==> config.mk <==
export PLATFORM = sky130hd
export DESIGN_NAME = ann_memory_read_sequencer
export DESIGN_NICKNAME = d
export VERILOG_FILES = /design/src/rtl/ann_pkg.sv /design/src/rtl/ann_burst_counter.sv /design/src/rtl/ann_memory_read_sequencer.sv
export SDC_FILE = /design/constraint.sdc
export NUM_CORES = 1
export LEC_CHECK = 0
export CAP_MARGIN = 40
export CORE_ASPECT_RATIO = 0.75
export CORE_MARGIN = 2
export CORE_UTILIZATION = 60
export DETAILED_ROUTE_END_ITERATION = 8
export GPL_TIMING_DRIVEN = 0
export PLACE_DENSITY = 0.88
export SLEW_MARGIN = 20
export SYNTH_ARGS = -nofsm -noshare
export SYNTH_HDL_FRONTEND = slang
export SYNTH_SLANG_ARGS = --single-unit
==> constraint.sdc <==
create_clock -name clk -period 5.5 [get_ports clk]
set_clock_uncertainty 0.15 [all_clocks]
set_input_delay 1.1 -clock clk [delete_from_list [all_inputs] [get_ports clk]]
set_output_delay 1.1 -clock clk [all_outputs]
set_load 0.02 [all_outputs]
==> src/rtl/ann_pkg.sv <==
// Shared definitions for the ANN memory read path: node counts, counter
// widths, layer encoding, sequencer states and the per-layer burst lengths.
package ann_pkg;

  localparam int ANN_INPUT_NODES    = 2;
  localparam int ANN_HIDDEN_1_NODES = 32;
  localparam int ANN_HIDDEN_2_NODES = 32;
  localparam int ANN_OUTPUT_NODES   = 3;

  localparam int DATA_COUNTER_WIDTH   = $clog2(ANN_HIDDEN_1_NODES);
  localparam int WEIGHT_COUNTER_WIDTH = 11;

  // Layer encoding: 0 = input, 1/2 = hidden, 3 = output
  localparam int LAYER_INPUT    = 0;
  localparam int LAYER_HIDDEN_1 = 1;
  localparam int LAYER_HIDDEN_2 = 2;
  localparam int LAYER_OUTPUT   = 3;

  typedef enum logic [2:0] {
    ST_IDLE,
    ST_RD_DATA,
    ST_RD_WEIGHT,
    ST_DRAIN,
    ST_DONE
  } seq_state_t;

  // Burst lengths for one layer: activations of the previous layer, and
  // weights followed by biases of the target layer.
  typedef struct packed {
    logic [DATA_COUNTER_WIDTH:0]   n_prev;
    logic [WEIGHT_COUNTER_WIDTH:0] n_w;
  } burst_len_t;

  function automatic int layer_nodes(input int layer, input int n_in, input int n_h1,
                                     input int n_h2, input int n_out);
    case (layer)
      LAYER_INPUT:    return n_in;
      LAYER_HIDDEN_1: return n_h1;
      LAYER_HIDDEN_2: return n_h2;
      LAYER_OUTPUT:   return n_out;
      default:        return 0;
    endcase
  endfunction

  function automatic burst_len_t burst_lengths(input int layer, input int n_in, input int n_h1,
                                               input int n_h2, input int n_out);
    burst_len_t r;
    int         n_prev;
    int         n_cur;
    n_prev   = layer_nodes(layer - 1, n_in, n_h1, n_h2, n_out);
    n_cur    = layer_nodes(layer, n_in, n_h1, n_h2, n_out);
    r.n_prev = (DATA_COUNTER_WIDTH+1)'(n_prev);
    r.n_w    = (WEIGHT_COUNTER_WIDTH+1)'(n_prev * n_cur + n_cur);
    return r;
  endfunction

endpackage

==> src/rtl/ann_burst_counter.sv <==
// Address generator for one RAM burst: issues one registered read per
// non-stalled run cycle and flags the final address of the burst.
module ann_burst_counter #(
  parameter int CW = 5
) (
  input  logic          clk,
  input  logic          rst_n,
  input  logic          clr,
  input  logic          run,
  input  logic          stall,
  input  logic [CW:0]   len,
  output logic          en,
  output logic [CW-1:0] addr,
  output logic          last
);

  logic [CW-1:0] cnt;
  logic          issue;

  assign issue = run && !stall;
  // Final address is issued this cycle; the counter then holds instead of wrapping
  assign last  = issue && ({1'b0, cnt} == len - 1'b1);

  // Registered request: enable pulses per issue, address holds across stalls
  always_ff @(posedge clk) begin
    if (!rst_n || clr) begin
      cnt  <= '0;
      en   <= 1'b0;
      addr <= '0;
    end else begin
      en <= issue;
      if (issue) begin
        addr <= cnt;
        if (!last) cnt <= cnt + 1'b1;
      end
    end
  end

endmodule

==> src/rtl/ann_memory_read_sequencer.sv <==
// Read-side controller for ann_memory: per layer, bursts the previous
// layer's activations, then the layer's weights+biases, then waits for all
// returns before pulsing done to the layer scheduler.
module ann_memory_read_sequencer
  import ann_pkg::*;
#(
  parameter int DATA_WIDTH                    = 32,
  parameter int LAYER_WIDTH                   = 2,
  parameter int NUMBER_OF_INPUT_NODE          = ANN_INPUT_NODES,
  parameter int NUMBER_OF_HIDDEN_NODE_LAYER_1 = ANN_HIDDEN_1_NODES,
  parameter int NUMBER_OF_HIDDEN_NODE_LAYER_2 = ANN_HIDDEN_2_NODES,
  parameter int NUMBER_OF_OUTPUT_NODE         = ANN_OUTPUT_NODES
) (
  input  logic                            clk,
  input  logic                            rst_n,
  input  logic                            i_start,
  input  logic [LAYER_WIDTH-1:0]          i_layer,
  input  logic                            i_stall,
  input  logic                            i_data_valid,
  input  logic                            i_weight_valid,
  output logic                            o_ram_data_enable,
  output logic                            o_rw_data_select,
  output logic [LAYER_WIDTH-1:0]          o_data_layer,
  output logic [DATA_COUNTER_WIDTH-1:0]   o_data_addr,
  output logic                            o_ram_weight_enable,
  output logic                            o_rw_weight_select,
  output logic [LAYER_WIDTH-1:0]          o_weight_layer,
  output logic [WEIGHT_COUNTER_WIDTH-1:0] o_weight_addr,
  output logic                            o_busy,
  output logic                            o_done,
  output logic                            o_error
);

  // Port widths come from the package; reject configurations they cannot hold
  if (DATA_WIDTH < 1 || LAYER_WIDTH < 2 ||
      $clog2(NUMBER_OF_HIDDEN_NODE_LAYER_1) != DATA_COUNTER_WIDTH) begin : g_bad_cfg
    $error("ann_memory_read_sequencer: unsupported width configuration");
  end

  seq_state_t                    state;
  burst_len_t                    req_len;
  logic [DATA_COUNTER_WIDTH:0]   n_prev_q, data_rx, data_len;
  logic [WEIGHT_COUNTER_WIDTH:0] n_w_q, weight_rx;
  logic                          accept, data_run, data_last, weight_run, weight_last, clr;

  assign req_len = burst_lengths(int'(i_layer), NUMBER_OF_INPUT_NODE,
                                 NUMBER_OF_HIDDEN_NODE_LAYER_1,
                                 NUMBER_OF_HIDDEN_NODE_LAYER_2, NUMBER_OF_OUTPUT_NODE);

  // The first activation read issues on the accept edge, so the data burst
  // runs from the lookup before the lengths have been latched.
  assign accept     = (state == ST_IDLE) && i_start && (i_layer != LAYER_WIDTH'(LAYER_INPUT));
  assign data_run   = accept || (state == ST_RD_DATA);
  assign data_len   = (state == ST_IDLE) ? req_len.n_prev : n_prev_q;
  assign weight_run = (state == ST_RD_WEIGHT);
  assign clr        = (state == ST_DONE);

  ann_burst_counter #(.CW(DATA_COUNTER_WIDTH)) u_data_cnt (
    .clk   (clk),
    .rst_n (rst_n),
    .clr   (clr),
    .run   (data_run),
    .stall (i_stall),
    .len   (data_len),
    .en    (o_ram_data_enable),
    .addr  (o_data_addr),
    .last  (data_last)
  );

  ann_burst_counter #(.CW(WEIGHT_COUNTER_WIDTH)) u_weight_cnt (
    .clk   (clk),
    .rst_n (rst_n),
    .clr   (clr),
    .run   (weight_run),
    .stall (i_stall),
    .len   (n_w_q),
    .en    (o_ram_weight_enable),
    .addr  (o_weight_addr),
    .last  (weight_last)
  );

  // Sequencer FSM with return counting and registered status outputs
  always_ff @(posedge clk) begin
    if (!rst_n) begin
      state              <= ST_IDLE;
      o_busy             <= 1'b0;
      o_done             <= 1'b0;
      o_error            <= 1'b0;
      o_rw_data_select   <= 1'b0;
      o_rw_weight_select <= 1'b0;
      o_data_layer       <= '0;
      o_weight_layer     <= '0;
      n_prev_q           <= '0;
      n_w_q              <= '0;
      data_rx            <= '0;
      weight_rx          <= '0;
    end else begin
      o_rw_data_select   <= 1'b1;
      o_rw_weight_select <= 1'b1;
      o_done             <= 1'b0;
      o_error            <= 1'b0;
      // Returns saturate at the expected count so stray valids cannot overrun
      if (state != ST_IDLE) begin
        if (i_data_valid && (data_rx < n_prev_q))    data_rx   <= data_rx + 1'b1;
        if (i_weight_valid && (weight_rx < n_w_q))   weight_rx <= weight_rx + 1'b1;
      end
      case (state)
        ST_IDLE: begin
          if (i_start) begin
            if (i_layer == LAYER_WIDTH'(LAYER_INPUT)) begin
              o_error <= 1'b1;
            end else begin
              n_prev_q       <= req_len.n_prev;
              n_w_q          <= req_len.n_w;
              o_data_layer   <= i_layer - 1'b1;
              o_weight_layer <= i_layer;
              o_busy         <= 1'b1;
              state          <= data_last ? ST_RD_WEIGHT : ST_RD_DATA;
            end
          end
        end
        ST_RD_DATA:   if (data_last)   state <= ST_RD_WEIGHT;
        ST_RD_WEIGHT: if (weight_last) state <= ST_DRAIN;
        ST_DRAIN: begin
          if ((data_rx == n_prev_q) && (weight_rx == n_w_q)) begin
            state  <= ST_DONE;
            o_done <= 1'b1;
            o_busy <= 1'b0;
          end
        end
        ST_DONE: begin
          state     <= ST_IDLE;
          data_rx   <= '0;
          weight_rx <= '0;
        end
        default: state <= ST_IDLE;
      endcase
    end
  end

endmodule

# --- Word level (Yosys, flattened, before mapping) ---
# Cells that the tools add are included.
word_totals:
  out_inout_bits: 27
  regBits: 81
  elab_cells: 100
  in_bits: 8
op_classes:
  mux: 17
  mul: 1
  n_eq_ne: 19
  reduce_logical: 31
  n_bitwise: 4
  n_lt_le_gt_ge: 2
  n_addsub: 9
op_table:
  columns: ["op", "count"]
  rows:
  - ["32-bit case mux with 3 select lines", 1]
  - ["32-bit by 2-bit equality test with 1-bit output (second input constant)", 2]
  - ["32-bit by 1-bit equality test with 1-bit output (second input constant)", 1]
  - ["32-bit logical NOT", 1]
  - ["7-bit by 32-bit multiplier with 12-bit output", 1]
  - ["6-bit case mux with 3 select lines", 1]
  - ["3-bit 2-to-1 mux", 5]
  - ["12-bit by 1-bit adder with 12-bit output (second input constant)", 1]
  - ["12-bit adder", 1]
  - ["11-bit by 12-bit equality test with 1-bit output", 1]
  - ["12-bit equality test", 1]
  - ["12-bit less-than comparator", 1]
  - ["3-bit case mux with 4 select lines", 1]
  - ["12-bit by 1-bit subtractor with 12-bit output (second input constant)", 1]
  - ["11-bit by 1-bit adder with 11-bit output (second input constant)", 1]
  - ["2-bit inequality test (second input constant)", 5]
  - ["2-bit AND reduction", 5]
  - ["1-bit logical AND", 9]
  - ["6-bit by 1-bit adder with 6-bit output (second input constant)", 1]
  - ["3-bit by 2-bit equality test with 1-bit output (second input constant)", 2]
  - ["5-bit by 6-bit equality test with 1-bit output", 1]
  - ["6-bit equality test", 1]
  - ["6-bit less-than comparator", 1]
  - ["1-bit 2-to-1 mux", 6]
  - ["other kinds (22)", 32]

# --- Longest topological paths before layout ---
# Gate-level depths: netlist (run 1).
logic_depth:
  word_depth: 12
  mapped_depth: 12
  depth_no_buf: 12

# --- Modules after synthesis ---
# From an unflattened synthesis (run 1), not the netlist that was laid out.
hier_totals:
  cells_unflattened: 553
  area_unflattened_um2: 4565.6
modules_own_cells:
  columns: ["module", "cells_each", "area_per_inst_um2", "n_inst", "seq_area_each_um2"]
  rows:
  - ["ann_memory_read_sequencer", 291, 2489.9, 1, 820.8]
  - ["ann_burst_counter at u_weight_cnt", 184, 1431.4, 1, 460.4]
  - ["ann_burst_counter at u_data_cnt", 78, 644.4, 1, 220.2]

# --- Worst setup path before layout (run 1) ---
# No wires, ideal clock.
synth_path:
  path_type: "input -> register"
  startpoint: "input i_layer[0]"
  endpoint: "register state[1]"
  stages: 11
  n_path_buf: 0
  path_slack_ns: 2.255
  t_required_ns: 5.264
  arrival_ns: 3.010
  setup_time_ns: 0.086
  path_cell_list: "inv_1 ha_1 nor2b_1 mux2i_1 ha_1 nor4_1 mux2i_1 nor3_1 nand2b_1 or2_2 a211oi_1"
synth_via:
  elab_chain_len: 12
  elab_cells_between_ends: 23
  classes_between: "add/sub: 2; eq/ne: 6; mux: 6; reduce/logical: 9"
synth_rtl:
  columns: ["item", "line", "source"]
  rows:
  - ["start: declaration", "ann_memory_read_sequencer.sv:17", "input logic [LAYER_WIDTH-1:0] i_layer,"]
  - ["2-bit by 1-bit subtractor with 3-bit output", "ann_pkg.sv:50", "n_prev = layer_nodes(layer - 1, n_in, n_h1, n_h2, n_out);"]
  - ["32-bit by 2-bit equality test with 1-bit output or 32-bit by 1-bit equality test with 1-bit output (tied branches)", "ann_pkg.sv:36", "case (layer)"]
  - ["2-bit OR reduction (no line)", null, null]
  - ["6-bit case mux with 3 select lines", "ann_pkg.sv:36", null]
  - ["6-bit 2-to-1 mux", "ann_memory_read_sequencer.sv:54", "assign data_len = (state == ST_IDLE) ? req_len.n_prev : n_prev_q;"]
  - ["6-bit by 1-bit subtractor with 6-bit output", "ann_burst_counter.sv:22", "assign last = issue && ({1'b0, cnt} == len - 1'b1);"]
  - ["5-bit by 6-bit equality test with 1-bit output", "ann_burst_counter.sv:22", null]
  - ["1-bit logical AND", "ann_burst_counter.sv:22", null]
  - ["2-bit 2-to-1 mux", "ann_memory_read_sequencer.sv:118", "state <= data_last ? ST_RD_WEIGHT : ST_RD_DATA;"]
  - ["3-bit 2-to-1 mux", "ann_memory_read_sequencer.sv:110", "if (i_layer == LAYER_WIDTH'(LAYER_INPUT)) begin"]
  - ["3-bit 2-to-1 mux", "ann_memory_read_sequencer.sv:109", "if (i_start) begin"]
  - ["3-bit case mux with 4 select lines", "ann_memory_read_sequencer.sv:107", "case (state)"]
  - ["end signal: assignment", "ann_memory_read_sequencer.sv:118", null]
  - ["end: declaration", "ann_memory_read_sequencer.sv:40", "seq_state_t state;"]
# Parallel ways exist; a longest one is shown, timed or not. The select of a mux whose other input is x is not followed.
# A chain may end at the register's enable or synchronous reset.

# --- Worst setup path after layout (run 1) ---
# Same ends and word-level chain as after synthesis.

==> results of run 1 <==
[power by group through the flow]
stage	Clock (mW)	Sequential [mW]	Combinational (mW)
detailed placement	0	0.592	0.239
global placement	0	0.591	0.230
CTS	0.486	0.580	0.243
finish	0.478	0.580	0.248
global route	0.503	0.583	0.274
floorplan	0	0.593	0.173
[area by class of cell]
type,count,share of cell area
tap,81,0.02160
clock inverter,6,0.01893
sequential,75,0.3200
inverter,26,0.02080
timing repair buffer,34,0.07253
clock buffer,10,0.02933
multi-input combinational,360,0.4957
buffer,21,0.02107
[routing by layer]
| metal | vias to the layer above | routed length, um | GRT usage |
|---|---|---|---|
| met5 | - | 0 | 0 |
| met4 | 0 | 197 | 0.09285 |
| met3 | 28 | 619 | 0.06221 |
| met2 | 135 | 4111 | 0.4369 |
| met1 | 1658 | 4197 | 0.3465 |
| li1 | 1732 | - | - |
[how the worst max path moves through the flow]
stage / slack [ps] / endpoint
4_1_cts: 1520 / state[1]$_SDFFE_PN0P_
3_5_place_dp: 1200 / state[1]$_SDFFE_PN0P_
3_3_place_gp: 1250 / state[1]$_SDFFE_PN0P_
5_1_grt: 1220 / u_data_cnt.cnt[3]$_SDFFE_PP0P_
6_report: 1440 / state[1]$_SDFFE_PN0P_
2_1_floorplan: 2250 / state[1]$_SDFFE_PN0P_
[worst reg2reg max path, stage by stage (launching register included)]
cell,delay (ps)
sky130_fd_sc_hd__dfxtp_1,360
sky130_fd_sc_hd__inv_1,120
sky130_fd_sc_hd__ha_1,220
sky130_fd_sc_hd__or4b_1,560
sky130_fd_sc_hd__nor4_1,410
sky130_fd_sc_hd__xnor2_1,180
sky130_fd_sc_hd__xnor2_1,160
sky130_fd_sc_hd__a21oi_1,650
sky130_fd_sc_hd__o21ai_2,190
sky130_fd_sc_hd__or3_1,380
sky130_fd_sc_hd__a21oi_1,170
[logic make-up (layout without fill, tap and decap cells)]
logic type | Yosys count | in the layout | share of synthesized area
and+or+nand+nor | 197 | 197 | 0.2310
buffers and inverters | 47 | 97 | 0.04882
muxes | 10 | 10 | 0.02488
adders and majority gates | 33 | 33 | 0.1063
DFF | 75 | 75 | 0.3731
xor gates and xnor gates | 36 | 36 | 0.08022
AOI/OAI and AO/OA | 84 | 84 | 0.1356
[placed cells by master (no fill, tap or decap), types with 14 or more instances in the layout]
cell,n
sky130_fd_sc_hd__a21oi_1,30
sky130_fd_sc_hd__clkbuf_1,16
sky130_fd_sc_hd__inv_1,26
sky130_fd_sc_hd__nor2_1,54
sky130_fd_sc_hd__ha_1,31
sky130_fd_sc_hd__nand4_1,14
sky130_fd_sc_hd__clkdlybuf4s50_1,34
sky130_fd_sc_hd__xor2_1,22
sky130_fd_sc_hd__nand2_1,68
sky130_fd_sc_hd__dfxtp_1,75
[flip-flops by register name, summed over array words and instances, names as in the netlist]
signal / count
data_rx: 6
n_prev_q: 3
n_w_q: 9
o_busy: 1
o_data_layer: 2
o_done: 1
o_error: 1
o_rw_weight_select: 1
o_weight_layer: 2
state: 3
u_data_cnt.addr: 5
u_data_cnt.cnt: 5
u_data_cnt.en: 1
u_weight_cnt.addr: 11
u_weight_cnt.cnt: 11
u_weight_cnt.en: 1
weight_rx: 12
[metrics by stage]
| step | std cells | utilization |
|---|---|---|
| after floorplan | 482 | - |
| after global placement | 597 | 0.6998 |
| after detailed placement | 597 | 0.6998 |
| after CTS | 613 | 0.7353 |
| after global routing | 613 | 0.7353 |
| final | 613 | 0.7353 |
==> metrics.csv, run 1 <==
stage;metric;value;unit
pwr;share of power burned in registers;0.444;
clocking;H-tree Lvls;3;
setup_path;arrival time reported for the critical path endpoint;4170;ps
placement;Cell Area, Placed;4466;um^2
clocking;clock slew at reported path FFs;80;ps
sta;Final Max Tran Viols;0;
yosys;Syn Area/Cell;8.348;um^2
cells_and_area;Final Net Count;568;
yosys;synthesized net count;523;
sta;maximum frequency from static timing analysis;0.2465;GHz
yosys;area share of the leading cell type in the synthesized netlist;0.3731;
pwr;leakage component of the power;1.861;nW
global_route;total global routing track utilization;0.2639;
pwr;switching power of the nets;0.3782;mW
cells_and_area;area of the multi-input gates;2326;um^2
setup_path;largest fanout of any net on the critical path;6;
min_path;class of the worst hold path;reg -> reg;
sta;minimum hold slack;309.8;ps
floorplan;Initial Utilization;0.6306;
sta;fin worst setup slack;1443;ps
pwr;switching share of power;0.2896;
detailed_routing;1st-iter DRT viols;220;
setup_path;startpoint class of the critical path;primary input;
yosys;library cell with the largest summed area after synthesis;sky130_fd_sc_hd__dfxtp_1;
detailed_routing;WL final;9124;um
setup_path;critical path start-end classification;in -> reg;
clocking;cts-stage hold buffer count;0;
placement;placer congestion estimate;0.9470;
sta;Period Utilization, post-route;0.7377;
floorplan;overall die width;98.56;um
yosys;flip-flop cell with the highest count after synthesis;sky130_fd_sc_hd__dfxtp_1;
cells_and_area;count of fill cells added during filler insertion;493;
floorplan;vertical die dimension;74.92;um
sta;Setup-failing EPs final;0;
pwr;cell-internal power;0.9277;mW
detailed_routing;via density per instance;5.796;
cells_and_area;share of layout cells above drive strength 1;0.05263;
setup_path;Register-to-Register Path Depth;10;
placement;PortBufs;34;
floorplan;overall die area;7384;um^2
pwr;IR Drop Worst-Case VDD;0.0001772;V
yosys;cell area after synthesis;4024;um^2
min_path;startpoint of the worst hold path;u_weight_cnt.addr[5]$_SDFFE_PP0P_;
pwr;total power consumption of the routed design;1.306;mW
pwr;share of total power in the clock network;0.366;
setup_path;Crit. path cell count;12;
cells_and_area;diodes inserted;0;
yosys;top cells by area in the synthesized netlist;sky130_fd_sc_hd__dfxtp_1 (37%), sky130_fd_sc_hd__ha_1 (9.6%), sky130_fd_sc_hd__nand2_1 (6.3%);
setup_path;worst path bufs/invs;2;
setup_path;cell with the largest stage delay on the worst path;sky130_fd_sc_hd__clkdlybuf4s50_1;
setup_path;Top delay family on crit path;simple AND/OR/NAND/NOR gates;
clocking;post-cts sizing count;0;
detailed_routing;post-detailed-route DRC marker count;0;
floorplan;Core Footprint;6381;um^2
yosys;FF+latch count, synth;75;
clocking;Num Clock Sinks;75;
setup_path;beginning of the critical path;i_layer[0];
global_route;initial antenna violation count;0;
placement;pre-CTS setup slack;1203;ps
yosys;count leader, synth;sky130_fd_sc_hd__dfxtp_1;
cells_and_area;area growth from synthesis to final layout;16.60;%
pwr;combinational power share;0.190;
setup_path;Worst path max stage delay;600;ps
global_route;largest net degree at the start of global routing;14;
job;max capacitance violation total;0;
sta;tightest slew margin relative to the limit;0.4407;
floorplan;standard-cell row count;25;
clocking;setup fix buffers added after clock tree synthesis;0;
clocking;clock tree from TritonCTS;built;
floorplan;top-level port count;35;
detailed_routing;number of nets with antenna violations after routing;0;
detailed_routing;average wire per standard cell;14.88;um
sta;final hold violation count;0;
yosys;count of warnings emitted by yosys;0;
pwr;ratio of total power to cell area;278.3;nW/um^2
min_path;Worst Hold Path EP;u_weight_cnt.addr[5]$_SDFFE_PP0P_;
sta;unrepaired setup endpoints after global routing;no;
yosys;number of synthesized flops with an enable pin;0;
min_path;cell count of the worst hold path;2;
sta;transition time of the tightest slew-check pin;833.4;ps
yosys;fraction of synthesis flops using an asynchronous set or reset pin;0;
setup_path;R2R Path Start;o_data_layer[1]$_SDFFE_PN0P_;
placement;detailed placement HPWL;6718;um
setup_path;worst r2r dst;u_weight_cnt.cnt[8]$_SDFFE_PP0P_;
outcome;run status;complete, no violations;
setup_path;cell-by-cell listing of the critical path;clkdlybuf4s50_1, inv_1, ha_1, nor2b_1, mux2i_1, ha_1, nor4_1, mux2i_1, nor3_1, nand2b_1, or2_2, a211oi_1;
setup_path;Reg2Reg Setup Slack;1870;ps
clocking;CTS Root Buffer Type;sky130_fd_sc_hd__clkbuf_8;
global_route;global route total overflow;0;
sta;Final TNS setup;0;ps
yosys;Gate Count Post-Synth;482;
setup_path;endpoint type of the worst setup path;flip-flop;
clocking;insertion delay to the later sink of the worst-skew pair;360;ps
setup_path;Req. time, crit path;5620;ps
yosys;Seq/Total Area, Yosys;0.3731;
cells_and_area;post-route standard cell area excluding fillers;4692;um^2
sta;Tmin final;4057;ps
clocking;Clock Path Buffers;2;
detailed_routing;routed via count;3553;
clocking;total clock buffers created by CTS;9;
cells_and_area;storage element area;1501;um^2
detailed_routing;Detailed Routing Iterations Pass 1;5;
global_route;wire length of the first global-routing pass;15610;um
yosys;Unique masters post-synth;50;
global_route;vias in the first global route;3421;
yosys;cell types with the highest counts after synthesis;sky130_fd_sc_hd__dfxtp_1 (75), sky130_fd_sc_hd__nand2_1 (68), sky130_fd_sc_hd__nor2_1 (54);
Note: power is estimated with default switching activity, not from simulation.
==> run 2: changes to the inputs <==
- CORE_UTILIZATION: 60 -> 52
- PLACE_DENSITY: 0.88 -> 0.82
- clock period: 5.5 -> 3.4 ns (I/O delays scaled with it)
==> run 2 against run 1 <==
Cell area grew 1.4%. First-iteration DRC count fell by 11%. Worst hold slack worse by 2.1 ps. Sequential cell count is the same. Total power grew 64%. Via count is 0.65% lower. Non-clock buffer count up 1. Critical path depth fell by 1. Die area increased by 15%. Sequential share of layout area down 0.44 points. Register-to-register slack got worse by 1600 ps. Critical path type is now reg -> reg.
==> metrics.csv, run 2 (synthesis results as in run 1) <==
stage;metric;value;unit;change
floorplan;standard-cell row count;27;;+8.0%
detailed_routing;1st-iter DRT viols;195;;-11%
setup_path;Reg2Reg Setup Slack;220;ps;-1650 ps
floorplan;overall die width;105.6;um;+7.1%
pwr;ratio of total power to cell area;451.5;nW/um^2;+62%
detailed_routing;routed via count;3530;;-0.65%
cells_and_area;filler-free cell count of the finished design;633;;+3.3%
clocking;Clock Path Buffers;2;;unchanged
clocking;Num Clock Sinks;75;;unchanged
detailed_routing;via density per instance;5.577;;-3.8%
sta;Tmin final;3175;ps;
detailed_routing;Detailed Routing Iterations Pass 1;5;;unchanged
pwr;cell-internal power;1.558;mW;+68%
setup_path;cell with the largest stage delay on the worst path;sky130_fd_sc_hd__or4b_4;;
floorplan;Core Footprint;7432;um^2;+16%
sta;minimum hold slack;307.7;ps;-2.064 ps
setup_path;startpoint class of the critical path;flip-flop;;
setup_path;largest fanout of any net on the critical path;7;;+1
global_route;vias in the first global route;3217;;-6.0%
setup_path;Req. time, crit path;3470;ps;-2150 ps
clocking;insertion delay to the later sink of the worst-skew pair;350;ps;about the same
setup_path;Register-to-Register Path Depth;11;;+1
setup_path;Top delay family on crit path;simple AND/OR/NAND/NOR gates;;
pwr;leakage component of the power;1.887;nW;+1.4%
global_route;largest net degree at the start of global routing;13;;-1
placement;pre-CTS setup slack;-552.0;ps;-1755 ps
cells_and_area;Final Net Count;569;;+0.18%
cells_and_area;most common library cell in the layout ignoring fill and taps;sky130_fd_sc_hd__dfxtp_1;;
cells_and_area;number of flip-flops under the largest register name;12;;unchanged
global_route;initial antenna violation count;0;;unchanged
sta;Final Max Tran Viols;0;;unchanged
sta;Period Utilization, post-route;0.9339;;
pwr;IR Drop Worst-Case VDD;0.0002122;V;+20%
min_path;startpoint of the worst hold path;u_weight_cnt.addr[8]$_SDFFE_PP0P_;;
global_route;total global routing track utilization;0.2251;;-0.03887
placement;placer congestion estimate;0.9846;;+4.0%
job;max capacitance violation total;0;;unchanged
placement;Placed Cells incl. Taps;617;;+3.4%
cells_and_area;area growth from synthesis to final layout;18.22;%;
clocking;H-tree Lvls;3;;unchanged
setup_path;arrival time reported for the critical path endpoint;3250;ps;-920 ps
clocking;clock slew at reported path FFs;80;ps;about the same
detailed_routing;WL final;9202;um;+0.85%
min_path;cell count of the worst hold path;2;;unchanged
cells_and_area;share of layout cells above drive strength 1;0.06015;;+0.007519
setup_path;R2R Path Start;o_data_layer[1]$_SDFFE_PN0P_;;
floorplan;overall die area;8465;um^2;+15%
cells_and_area;diodes inserted;0;;unchanged
sta;tightest slew margin relative to the limit;0.4594;;+0.01873
sta;fin worst setup slack;224.7;ps;-1218 ps
floorplan;top-level port count;35;;unchanged
global_route;wire length of the first global-routing pass;15210;um;-2.6%
detailed_routing;average wire per standard cell;14.54;um;-2.3%
sta;maximum frequency from static timing analysis;0.3149;GHz;
detailed_routing;number of nets with antenna violations after routing;0;;unchanged
cells_and_area;final core utilization;0.6401;;-0.09523
sta;unrepaired setup endpoints after global routing;no;;
cells_and_area;most frequent cells in the layout;sky130_fd_sc_hd__dfxtp_1 (75), sky130_fd_sc_hd__nand2_1 (68), sky130_fd_sc_hd__nor2_1 (54);;
pwr;switching power of the nets;0.5901;mW;+56%
setup_path;worst path bufs/invs;2;;unchanged
sta;transition time of the tightest slew-check pin;805.5;ps;-27.91 ps
floorplan;vertical die dimension;80.18;um;+7.0%
setup_path;cell-by-cell listing of the critical path;inv_1, ha_1, or4b_4, xnor2_1, nor4b_1, nor4_1, or4b_1, buf_4, o211ai_1, xor2_1, nor2_1;;
pwr;combinational power share;0.190;;about the same
clocking;clock tree from TritonCTS;built;;
clocking;total clock buffers created by CTS;9;;unchanged
min_path;class of the worst hold path;reg -> reg;;
cells_and_area;largest registers;weight_rx x12, u_weight_cnt.addr x11, u_weight_cnt.cnt x11;;
min_path;Worst Hold Path EP;u_weight_cnt.addr[8]$_SDFFE_PP0P_;;
detailed_routing;post-detailed-route DRC marker count;0;;unchanged
placement;PortBufs;34;;unchanged
floorplan;Initial Utilization;0.5414;;-0.08917
cells_and_area;Biggest register;weight_rx;;
outcome;run status;complete, no violations;;
clocking;cts-stage hold buffer count;0;;unchanged
pwr;share of power burned in registers;0.437;;-0.007
setup_path;worst r2r dst;u_weight_cnt.cnt[6]$_SDFFE_PP0P_;;
global_route;global route total overflow;0;;unchanged
setup_path;endpoint type of the worst setup path;flip-flop;;
setup_path;critical path start-end classification;reg -> reg;;
sta;final hold violation count;0;;unchanged
pwr;switching share of power;0.2747;;-0.01488
pwr;share of total power in the clock network;0.373;;+0.007
setup_path;Worst path max stage delay;520;ps;-80 ps
placement;detailed placement HPWL;6885;um;+2.5%
clocking;CTS Root Buffer Type;sky130_fd_sc_hd__clkbuf_8;;
sta;Setup-failing EPs final;0;;unchanged
placement;Cell Area, Placed;4491;um^2;+0.56%
cells_and_area;post-route standard cell area excluding fillers;4757;um^2;+1.4%
## run 2: what timing repair did
item                       CTS  global route
gates resized for setup      4             4
pin swaps                    0             1
setup buffers                0             1
setup endpoints to repair    9            16
## run 2: cell type report
class                           count  area [um^2]
Fill cell                         631         2675
Timing Repair Buffer               35        349.1
Multi-Input combinational cell    360         2354
Clock buffer                       10        127.6
Sequential cell                    75         1501
Tap cell                          101        126.4
Inverter                           26        97.59
Clock inverter                      5        102.6
Buffer                             21        98.84
## run 2: worst max-delay path by stage
stage	from	endpoint	slack [ps]	depth (start not counted)
floorplan	o_data_layer[1]$_SDFFE_PN0P_	u_weight_cnt.cnt[5]$_SDFFE_PP0P_	420	10
global placement	i_layer[0]	state[1]$_SDFFE_PN0P_	-430	12
detailed placement	i_layer[0]	state[1]$_SDFFE_PN0P_	-550	12
CTS	i_layer[1]	state[1]$_SDFFE_PN0P_	30	12
global route	i_layer[0]	state[1]$_SDFFE_PN0P_	50	12
finish	o_data_layer[1]$_SDFFE_PN0P_	u_weight_cnt.cnt[6]$_SDFFE_PP0P_	220	11
## run 2: power groups by stage
| stage | Sequential (mW) | Combinational [mW] | Clock, mW |
|---|---|---|---|
| 5_1_grt | 0.943 | 0.449 | 0.856 |
| 3_3_place_gp | 0.957 | 0.374 | 0 |
| 2_1_floorplan | 0.960 | 0.279 | 0 |
| 4_1_cts | 0.938 | 0.394 | 0.815 |
| 6_report | 0.939 | 0.408 | 0.801 |
| 3_5_place_dp | 0.958 | 0.386 | 0 |
## run 2: layer usage
metal | track usage | routed length, um | vias to the layer above
met4 | 0.07632 | 174 | 0
met5 | 0 | 0 | -
met1 | 0.2980 | 4292 | 1660
li1 | - | - | 1744
met3 | 0.05601 | 502 | 17
met2 | 0.3606 | 4232 | 109
## run 2: metrics by stage
step	power, mW	TNS, ps
2_1_floorplan	1.239	0
3_3_place_gp	1.331	-2371
3_5_place_dp	1.345	-3229
4_1_cts	2.147	0
5_1_grt	2.248	0
6_report	2.148	0
## run 2: tightest hold or removal path, cell delays in order, from the launching register on
cell and delay [ps]:
sky130_fd_sc_hd__dfxtp_1 310, sky130_fd_sc_hd__nand2_1 50, sky130_fd_sc_hd__a21oi_1 50
